## config.mk

```make
export PLATFORM = sky130hd
export DESIGN_NAME = sram_dff_dp
export DESIGN_NICKNAME = d
export VERILOG_FILES = /design/src/rtl/sram_dff_dp.sv
export SDC_FILE = /design/constraint.sdc
export NUM_CORES = 1
export LEC_CHECK = 0
export ABC_AREA = 1
export BUFFER_PORTS_ARGS = -buffer_cell sky130_fd_sc_hd__buf_2
export CAP_MARGIN = 20
export CORE_MARGIN = 2
export CORE_UTILIZATION = 40
export DETAILED_ROUTE_END_ITERATION = 8
export PLACE_DENSITY_LB_ADDON = 0.3
export SLEW_MARGIN = 20
export SYNTH_ARGS = -nofsm -noshare
export SYNTH_HDL_FRONTEND = slang
export SYNTH_SLANG_ARGS = --single-unit
```

## constraint.sdc

```tcl
create_clock -name clk -period 2.4 [get_ports clk]
set_clock_uncertainty 0.15 [all_clocks]
set_input_delay 0.12 -clock clk [delete_from_list [all_inputs] [get_ports clk]]
set_output_delay 0.12 -clock clk [all_outputs]
set_load 0.005 [all_outputs]
```

## src/rtl/sram_dff_dp.sv

```systemverilog
// Flip-flop based simple dual-port memory with byte-enable writes, write-first read and an init engine.
// Define SRAM_DFF_PARITY_EN to add per-byte even parity storage, rd_perr_o and inj_perr_i.
module sram_dff_dp #(
    parameter int                DATA_W   = 32,
    parameter int                ADDR_W   = 3,
    parameter logic [DATA_W-1:0] INIT_VAL = '0
) (
    input  logic                clk,
    input  logic                resetn,
    input  logic                we_i,
    input  logic [ADDR_W-1:0]   wa_i,
    input  logic [DATA_W/8-1:0] wbe_i,
    input  logic [DATA_W-1:0]   wd_i,
    input  logic                re_i,
    input  logic [ADDR_W-1:0]   ra_i,
    output logic [DATA_W-1:0]   rd_o,
    output logic                rd_valid_o,
    input  logic                init_req_i,
    output logic                busy_o
`ifdef SRAM_DFF_PARITY_EN
    ,
    input  logic                inj_perr_i,
    output logic                rd_perr_o
`endif
);

    localparam int DEPTH  = 1 << ADDR_W;
    localparam int NBYTES = DATA_W / 8;

    typedef enum logic {IDLE, INIT} state_e;

    state_e              state_q, state_d;
    logic [ADDR_W-1:0]   initCnt_q, initCnt_d;
    logic                initLast, doInit, doWrite, doRead;
    logic [DATA_W-1:0]   mem_q [DEPTH];
    logic [DATA_W-1:0]   mem_d [DEPTH];
    logic [DATA_W-1:0]   rdData_q, rdData_d;
    logic                rdValid_q, rdValid_d;

    assign initLast = (initCnt_q == ADDR_W'(DEPTH - 1));

    always_ff @(posedge clk or negedge resetn) begin
        if (!resetn) begin
            state_q   <= IDLE;
            initCnt_q <= '0;
        end else begin
            state_q   <= state_d;
            initCnt_q <= initCnt_d;
        end
    end

    always_comb begin
        state_d = state_q;
        case (state_q)
            IDLE:    if (init_req_i) state_d = INIT;
            INIT:    if (initLast)   state_d = IDLE;
            default: state_d = IDLE;
        endcase
    end

    // A request sampled on the same edge as an init trigger is dropped.
    always_comb begin
        busy_o    = (state_q == INIT);
        doInit    = (state_q == INIT);
        doWrite   = (state_q == IDLE) && !init_req_i && we_i;
        doRead    = (state_q == IDLE) && !init_req_i && re_i;
        initCnt_d = (state_q == INIT) ? initCnt_q + ADDR_W'(1) : '0;
    end

    // Next memory image; reads index it so same-address reads see the merged word.
    always_comb begin
        mem_d = mem_q;
        if (doInit) begin
            mem_d[initCnt_q] = INIT_VAL;
        end else if (doWrite) begin
            for (int b = 0; b < NBYTES; b++) begin
                if (wbe_i[b]) mem_d[wa_i][8*b +: 8] = wd_i[8*b +: 8];
            end
        end
    end

    always_comb begin
        rdValid_d = doRead;
        rdData_d  = doRead ? mem_d[ra_i] : rdData_q;
    end

    always_ff @(posedge clk or negedge resetn) begin
        if (!resetn) begin
            for (int i = 0; i < DEPTH; i++) mem_q[i] <= '0;
            rdData_q  <= '0;
            rdValid_q <= 1'b0;
        end else begin
            mem_q     <= mem_d;
            rdData_q  <= rdData_d;
            rdValid_q <= rdValid_d;
        end
    end

    assign rd_o       = rdData_q;
    assign rd_valid_o = rdValid_q;

`ifdef SRAM_DFF_PARITY_EN
    logic [NBYTES-1:0] par_q [DEPTH];
    logic [NBYTES-1:0] par_d [DEPTH];
    logic              rdPerr_q, rdPerr_d;

    // Stored bit makes byte plus parity even; injection flips it for written bytes.
    always_comb begin
        par_d = par_q;
        if (doInit) begin
            for (int b = 0; b < NBYTES; b++) par_d[initCnt_q][b] = ^INIT_VAL[8*b +: 8];
        end else if (doWrite) begin
            for (int b = 0; b < NBYTES; b++) begin
                if (wbe_i[b]) par_d[wa_i][b] = (^wd_i[8*b +: 8]) ^ inj_perr_i;
            end
        end
    end

    always_comb begin
        rdPerr_d = 1'b0;
        if (doRead) begin
            for (int b = 0; b < NBYTES; b++) begin
                if ((^mem_d[ra_i][8*b +: 8]) != par_d[ra_i][b]) rdPerr_d = 1'b1;
            end
        end
    end

    always_ff @(posedge clk or negedge resetn) begin
        if (!resetn) begin
            for (int i = 0; i < DEPTH; i++) par_q[i] <= '0;
            rdPerr_q <= 1'b0;
        end else begin
            par_q    <= par_d;
            rdPerr_q <= rdPerr_d;
        end
    end

    assign rd_perr_o = rdPerr_q;
`endif

endmodule

```

-- Yosys cells after proc, flatten, opt, wreduce, memory -nomap -nowiden
Cells that the tools add are included.
- register bits: 293
- output and inout bits: 34
- input port bits: 47
- mux-type cells: 33
- $add $sub $neg: 1
- equality and inequality tests: 1
- bitwise operators: 6
- $lt $le $gt $ge: 5
- reductions and logical operators: 6
- operator list (cell ; count):
    2-to-1 mux 256 bit ; 12
    bitwise mux 256 bit ; 4
    demux 32 bit (select 3 bit) ; 5
    bitwise AND 256 bit ; 1
    inverter 256 bit ; 1
    2-to-1 mux 32 bit ; 4
    binary-select mux 32 bit (select 3 bit) ; 1
    2-to-1 mux 24 bit ; 1
    2-to-1 mux 16 bit ; 1
    >= comparator 4 bit (second input constant) ; 3
    inverter 3 -> 4 bit ; 3
    less-than comparator 4 x 1 -> 1 bit (second input constant) ; 2
    2-to-1 mux 8 bit ; 1
    logical AND 1 bit ; 5
    adder 3 x 1 -> 3 bit (second input constant) ; 1
    equality test 3 bit (second input constant) ; 1
    2-to-1 mux 3 bit ; 1
    2-to-1 mux 1 bit ; 2
    one-hot mux 1 bit (2 select lines) ; 1
    zero test 1 bit ; 1
    inverter 1 bit ; 1

-- Logic depth before layout (Yosys ltp)
Gate-level depths: netlist of the first run.
- word-level depth: 24
- depth in mapped cells: 13
- depth with buffers taken out: 11

-- Worst setup path after synthesis of the first run
OpenSTA, ideal clock, no wires.
- kind: reg2reg
- from: reg state_q (netlist: busy_o)
- to: reg rdData_q[17] (netlist: rd_o[17])
- data required time: 2.132 ns
- setup slack: 0.476 ns
- stages on the path, launching flop included: 13
- data arrival time: 1.656 ns
- cells stage by stage: dfrtp_1 buf_6 nor2_8 nand3_2 buf_4 nor2_2 nand2_1 nand3_1 nand2_1 nand3_1 nand3_1 nand3_1 nand2_1
- longest elaborated chain between the ends: 8
- elaborated cells between the ends (all ways): 9
- classes of those cells: mux: 5; bitwise: 1; reduce/logical: 3
- RTL lines (element ; line ; text):
    start, declared ; 32 ; state_e state_q, state_d;
    start signal, assigned ; 47 ; state_q <= state_d;
    inverter 1 bit ; - ;
    logical AND 1 bit ; 65, 66 ;
    logical AND 1 bit ; 65 ; doWrite = (state_q == IDLE) && !init_req_i && we_i;
    2-to-1 mux 256 bit ; 75 ; end else if (doWrite) begin
    2-to-1 mux 256 bit ; 73 ; if (doInit) begin
    binary-select mux 32 bit (select 3 bit) ; 84 ; rdData_d = doRead ? mem_d[ra_i] : rdData_q;
    2-to-1 mux 32 bit (implied by the code) (2 in a row) ; 84 ;
    end signal, assigned ; 94 ; rdData_q <= rdData_d;
    end, declared ; 37 ; logic [DATA_W-1:0] rdData_q, rdData_d;
Parallel ways exist; a longest one is shown, timed or not. The select of a mux whose other input is x is not followed.
A chain may end at the register's enable or synchronous reset.

-- Final worst setup path of the first run
- from: reg state_q (netlist: busy_o)
- to: reg rdData_q[25] (netlist: rd_o[25])
The elaborated chain is that of the path after synthesis.

==> summary.md, run 1 <==
| Metric | Value |
|---|---|
| Sequential area share after synthesis | 41.1% |
| CTS tree | yes |
| Syn Inst Count | 2,798 |
| Num ports | 81 |
| Worst Reg2Reg Path Length in Cells | 13 |
| Congestion Overflow GR | 0 |
| Worst Hold Class | input pin to register |
| Synthesized flop and latch total | 293 |
| HPWL Detailed | 44.5 mm |
| Hold path depth | 6 |
| Min cycle time layout | 2310 ps |
| F_max | 0.432 GHz |
| Final setup vio count | 0 |
| Psw | 0.00589 W |
| Sequential power share | 34.7% |
| Vias in the first global route | 18.1k |
| P per Cell Area | 733 mW/mm² |
| Final Hold Violating Endpoints | 0 |
| Worst-margin pin slew | 744 ps |
| CTS buffer count | 36 |
| Peak per-stage delay on the critical path | 520 ps |
| Nets | 3,048 |
| Max-cap violations | 0 |
| Worst endpoint required time | 2730 ps |
| Die Y | 215 µm |
| Final worst setup slack | 86.0 ps |
| Clk Latency, worst-skew pair | 550 ps |
| Port bufs | 80 |
| CTS Root Cell | clkbuf_16 |
| Initial Util | 40.4% |
| Crit path capture type | register |
| Synth unique cells | 22 |
| Area of the core | 0.0441 mm² |
| Fillers | 4,524 |
| Critical path class | register to register |
| Top cell by count, worst path | nand2_1 |
| Comb power frac | 30.8% |
| Post-Route WL | 66.3 mm |
| Sw Ratio | 37.1% |
| Die width | 215 µm |
| RSZ-0062 raised after global routing | yes |
| DR DRC count | 0 |
| Clock Sinks | 293 |
| Post-Route Setup TNS | 0 ps |
| Crit share post-route | 96.4% |
| Internal Power | 0.0100 W |
| Initial antenna violation count | 1 |
| Htree depth | 2 |
| Drt initial violations | 1,971 |
| Net Count, Synth | 2,847 |
| Synth Warn # | 0 |
| Layout cell share with drive strength beyond 1 | 11.5% |
| Status | completed |
| Area growth, synth to finish | 21.7% |
| Hold WS | 3.60 ps |
| Final ANT Viol Nets | 0 |
| Critical path, cell by cell | nor2_8 -> buf_6 -> nand3_4 -> buf_6 -> nor2_4 -> clkinvlp_4 -> nand2_1 -> nand3_2 -> nand2_1 -> nand3_1 -> nand3_2 -> nand3_1 -> nand2_1 |
| Total track usage | 28.7% |
| Pin count of the biggest net entering global routing | 77 |
| Row cnt | 77 |
| Vias/cell | 5.15 |
| Die area | 0.0463 mm² |
| WP data arrival | 2640 ps |
| CP max stage cell | dfrtp_4 |
| Global-route wire length before repair | 103 mm |
| Clk pwr share | 34.5% |
| Routed WL per cell | 18.3 µm |
| Peak supply drop | 0.000441 V |
| Placed Cells | 3,517 |
| CP Launch Type | register |
| Worst-path clk slew | 60 ps |
| Synthesized area | 0.0178 mm² |
| Final GP Congestion | 0.921 |
| Non-Filler Instances | 3,616 |
| Vias | 18.6k |
| CP max FO | 8 |
| Clock Path Buffers | 3 |
| Mean post-synth cell area | 6.37 µm² |
| DP Worst Slack | -2.19 ps |
| Drt first pass iters | 5 |
| Lkg Pwr | 14.2 nW |
| Slew Limit Fails | 0 |
| Slew HR | 50.4% |
logic make-up (layout without fill, tap and decap cells):
logic type	Yosys count	in the layout	share of synthesized area (%)
flip-flops	293	293	41.1
adder cells (fa/ha/maj)	2	2	0.140
other	0	1	0
AO/OA/AOI/OAI	129	129	4.07
buffers and inverters	661	886	14.1
AND/OR/NAND/NOR	1713	1713	40.5
critical path: cells and delay by family (launching register included):
family | cells | cell delay [ps]
flip-flops | 1 | 520
AND/OR/NAND/NOR | 10 | 1070
buffers and inverters | 3 | 520
through the flow:
step           power [W]  util [%]  area (µm²)
2_1_floorplan    0.00814         -       17800
3_3_place_gp      0.0102      45.4       20000
3_5_place_dp      0.0103      45.4       20000
4_1_cts           0.0158      48.8       21500
5_1_grt           0.0166      49.2       21700
6_report          0.0159      49.2       21700
cell usage after synthesis:
cell type  instances  share of area, %
nor2_8             4              0.45
nand3_2            7              0.39
nor2_1            53               1.1
buf_4              3              0.13
nand3_1          488                14
nand3b_1           1             0.042
o21ai_0           96               2.7
buf_1             22              0.46
nor2_2             2             0.070
inv_2              2             0.042
nand3_4            1             0.098
nand2_1         1147                24
a21oi_1            1             0.028
clkbuf_1          83               1.7
buf_6              2              0.13
nor2_4             7              0.44
buf_2              9              0.25
inv_1            540                11
dfrtp_1          293                41
nor3_1             3             0.084
o21bai_1          32               1.3
ha_1               2              0.14
final cells by class:
class	instances	area, µm²	area share [%]
antenna	1	2.50	0.0115
clock buffer	56	1080	4.96
clock inverter	6	82.6	0.380
inverter	542	2040	9.42
multi-input combinational	1844	8110	37.4
sequential	293	7340	33.8
tap	592	741	3.41
timing repair buffer	282	2310	10.7
sequential cells by signal, indices dropped and copies added, names as in the netlist:
name	count
busy_o	1
initCnt_q	3
mem_q	256
rd_valid_o	1
rd_o	32
timing repair:
| action | 4_1_cts | 5_1_grt |
|---|---|---|
| hold buffers | 34 | 0 |
| resized for setup | 1 | 30 |
| pin swaps | 0 | 10 |
| endpoints found under the setup margin | 7 | 32 |
| cloned | 0 | 1 |
| buffers inserted | 0 | 1 |
| hold endpoints to repair | 453 | 0 |
path summary, 6_finish.rpt:
path | startpoint | to | slack (ps)
setup / recovery | busy_o | rd_o[25] | 90
hold / removal | wbe_i[2] | mem_q[22] | 4
setup reg to reg | busy_o | rd_o[25] | 90
hold reg to reg | rd_o[25] | rd_o[25] | 320
max in group asynchronous | resetn | rd_o[24] | 1330
min in group asynchronous | resetn | rd_o[21] | 40
placed cells by master (no fill, tap or decap), types with 2 or more instances in the layout:
| cell type | n |
|---|---|
| buf_2 | 78 |
| buf_6 | 3 |
| nor2_1 | 52 |
| nand3_1 | 475 |
| nor2_8 | 4 |
| nor2_2 | 2 |
| o21ai_0 | 96 |
| dfrtp_1 | 292 |
| clkbuf_8 | 8 |
| clkinv_2 | 3 |
| nand2_1 | 1143 |
| inv_1 | 535 |
| nand2_2 | 4 |
| bufinv_16 | 2 |
| clkinvlp_4 | 3 |
| nand3_4 | 5 |
| inv_2 | 4 |
| nand3_2 | 16 |
| ha_1 | 2 |
| buf_12 | 20 |
| nor3_2 | 3 |
| dlygate4sd3_1 | 34 |
| o21bai_1 | 32 |
| nor2_4 | 8 |
| buf_4 | 144 |
| clkbuf_1 | 11 |
| clkbuf_16 | 38 |
metal layers:
layer  part of all wire (%)  track usage [%]  routed length [µm]
met1                     41             37.6               27300
met2                     45             45.6               29800
met3                    8.5             4.39                5640
met4                    5.3             15.5                3480
met5                      0                0                   0
power by group through the flow:
stage	Combinational (W)	Sequential (W)	Clock, W
2_1_floorplan	0.00268	0.00546	0
3_3_place_gp	0.00458	0.00558	0
3_5_place_dp	0.00467	0.00559	0
4_1_cts	0.00473	0.00551	0.00558
5_1_grt	0.00534	0.00553	0.00577
6_report	0.00490	0.00551	0.00549
(Power assumes the default switching activity.)
==> inputs of run 2 (changes only) <==
==> constraint.sdc (replaced) <==
create_clock -name clk -period 2.4 [get_ports clk]
set_clock_uncertainty 0.15 [all_clocks]
set_input_delay 0.36 -clock clk [delete_from_list [all_inputs] [get_ports clk]]
set_output_delay 0.36 -clock clk [all_outputs]
set_load 0.005 [all_outputs]
==> run 2 against run 1 <==
Compared with the run above:
- sequential power hardly changed
- cell area is 3.6% lower
- worst setup slack better by 13 ps
- power is 2.4% lower
- die area stayed put
- critical path type unchanged
- critical endpoint is now rd_o[3]
==> summary.md, run 2 (synthesis gave the netlist of run 1 again) <==
| Metric | Value |
|---|---|
| RR Startpoint | busy_o |
| Multi-input gate area | 0.00805 mm² |
| Die area | 0.0463 mm² |
| Postcts setup bufs | 0 |
| Final Hold Violating Endpoints | 0 |
| Vias | 18.4k |
| GR met2 Demand/Resource | 44.5% |
| Post-Route WL | 65.5 mm |
| Worst endpoint required time | 2670 ps |
| Hold path start | wd_i[11] |
| Max reg flops | 256 |
| CTS Root Cell | clkbuf_16 |
| Worst reg2reg setup slack | 100 ps |
| Min cycle time layout | 2300 ps |
| CTS buffer count | 37 |
| Hold path depth | 5 |
| Area growth, synth to finish | 17.3% |
| Pin count of the biggest net entering global routing | 108 |
| Vias in the first global route | 17.9k |
| Initial antenna violation count | 6 |
| Commonest cells after routing, fill and taps aside | 1,144 x nand2_1, 539 x inv_1, 483 x nand3_1 |
| Htree depth | 2 |
| RSZ-0062 raised after global routing | no |
| Final setup vio count | 0 |
| WP data arrival | 2580 ps |
| Design Power | 0.0155 W |
| Drt first pass iters | 8 |
| Drt initial violations | 1,699 |
| Total track usage | 28.5% |
| Status | completed |
| Area of the core | 0.0441 mm² |
| Congestion Overflow GR | 0 |
| Die Y | 215 µm |
| Fillers | 4,533 |
| Clock Path Buffers | 3 |
| Crit path capture type | register |
| Global-route wire length before repair | 103 mm |
| P per Cell Area | 742 mW/mm² |
| Most common cell after layout, fill and taps aside | nand2_1 |
| Initial Util | 40.4% |
| Max-cap violations | 0 |
| F_max | 0.435 GHz |
| DR DRC count | 0 |
| Slew Limit Fails | 0 |
| Critical path class | register to register |
| Layout cell share with drive strength beyond 1 | 9.89% |
| Worst Hold Class | input pin to register |
| Nets | 2,978 |
| Final ANT Viol Nets | 0 |
| HPWL Detailed | 43.7 mm |
| Vias/cell | 5.19 |
| Peak supply drop | 0.000771 V |
| Slew HR | 59.3% |
| Die width | 215 µm |
| Largest reg by FF count | mem_q |
| Worst-path clk slew | 60 ps |
| Gr busiest metal | met2 |
| Num ports | 81 |
| Met3 usage | 4.06% |
| Clk Latency, worst-skew pair | 540 ps |
| Worst Reg2Reg Path Length in Cells | 10 |
| CP max FO | 107 |
| Routed WL per cell | 18.5 µm |
| Crit share post-route | 95.9% |
| Met1 usage | 38.4% |
| Hold WS | 24.4 ps |
| Clock Sinks | 293 |
| Register area | 0.00734 mm² |
| Port bufs | 80 |
| Worst-margin pin slew | 610 ps |
| CTS tree | yes |
| Worst hold endpoint | mem_q[75] |
| Row cnt | 77 |
| Final GP Congestion | 0.912 |
| Lkg Pwr | 13.8 nW |
| CP Launch Type | register |
| R2R Path End | rd_o[3] |
## run 2: what timing repair did
item                                   4_1_cts  5_1_grt
endpoints found under the hold margin       49        0
hold buffers                                 1        0
setup endpoints to repair                    0       20
resized for setup                            0       12
## run 2: final cells by class
type                       count  area share [%]
multi-input combinational   1845            38.5
sequential                   293            35.1
inverter                     542            9.74
timing repair buffer         210            7.93
clock buffer                  58            5.00
tap                          592            3.54
clock inverter                 3           0.191
antenna                        3          0.0359
## run 2: report_power, final
group	switching, W	leakage, nW	internal (W)
combinational	0.00335	9.23	0.00142
sequential	0.000306	4.05	0.00521
clock	0.00217	0.527	0.00307
total	0.00582	13.8	0.00970
## run 2: worst max-delay path, cell delays in order (launching register included)
cell     delay [ps]
dfrtp_4         500
buf_4           200
buf_12          240
nor2_1          360
nand2_1          90
nand3_1         110
nand2_1          60
nand3_1         100
nand3_1         120
nand3_1         130
nand2_1          50
## run 2: worst max-delay path by stage
stage | from | endpoint | slack, ps | depth (start not counted)
after detailed placement | wa_i[2] | rd_o[25] | -130 | 12
after global routing | busy_o | rd_o[22] | 10 | 12
after global placement | wa_i[2] | rd_o[25] | -100 | 12
after CTS | busy_o | rd_o[3] | 110 | 10
final | busy_o | rd_o[3] | 100 | 10
after floorplan | busy_o | rd_o[17] | 480 | 12
## run 2: per-layer routing
layer | wire [µm] | up-vias
met5 | 21 | -
met4 | 3720 | 4
met3 | 5220 | 189
met2 | 29200 | 828
met1 | 27400 | 8674
li1 | - | 8711
## run 2: stage by stage
step,setup TNS (ps),util (%),cells,cell area (µm²),setup slack [ps]
2_1_floorplan,0,-,2798,17800,476
3_3_place_gp,-523,44.8,3480,19800,-96.7
3_5_place_dp,-811,44.8,3480,19800,-129
4_1_cts,0,47.2,3542,20800,107
5_1_grt,0,47.4,3544,20900,11.4
6_report,0,47.4,3546,20900,99.1
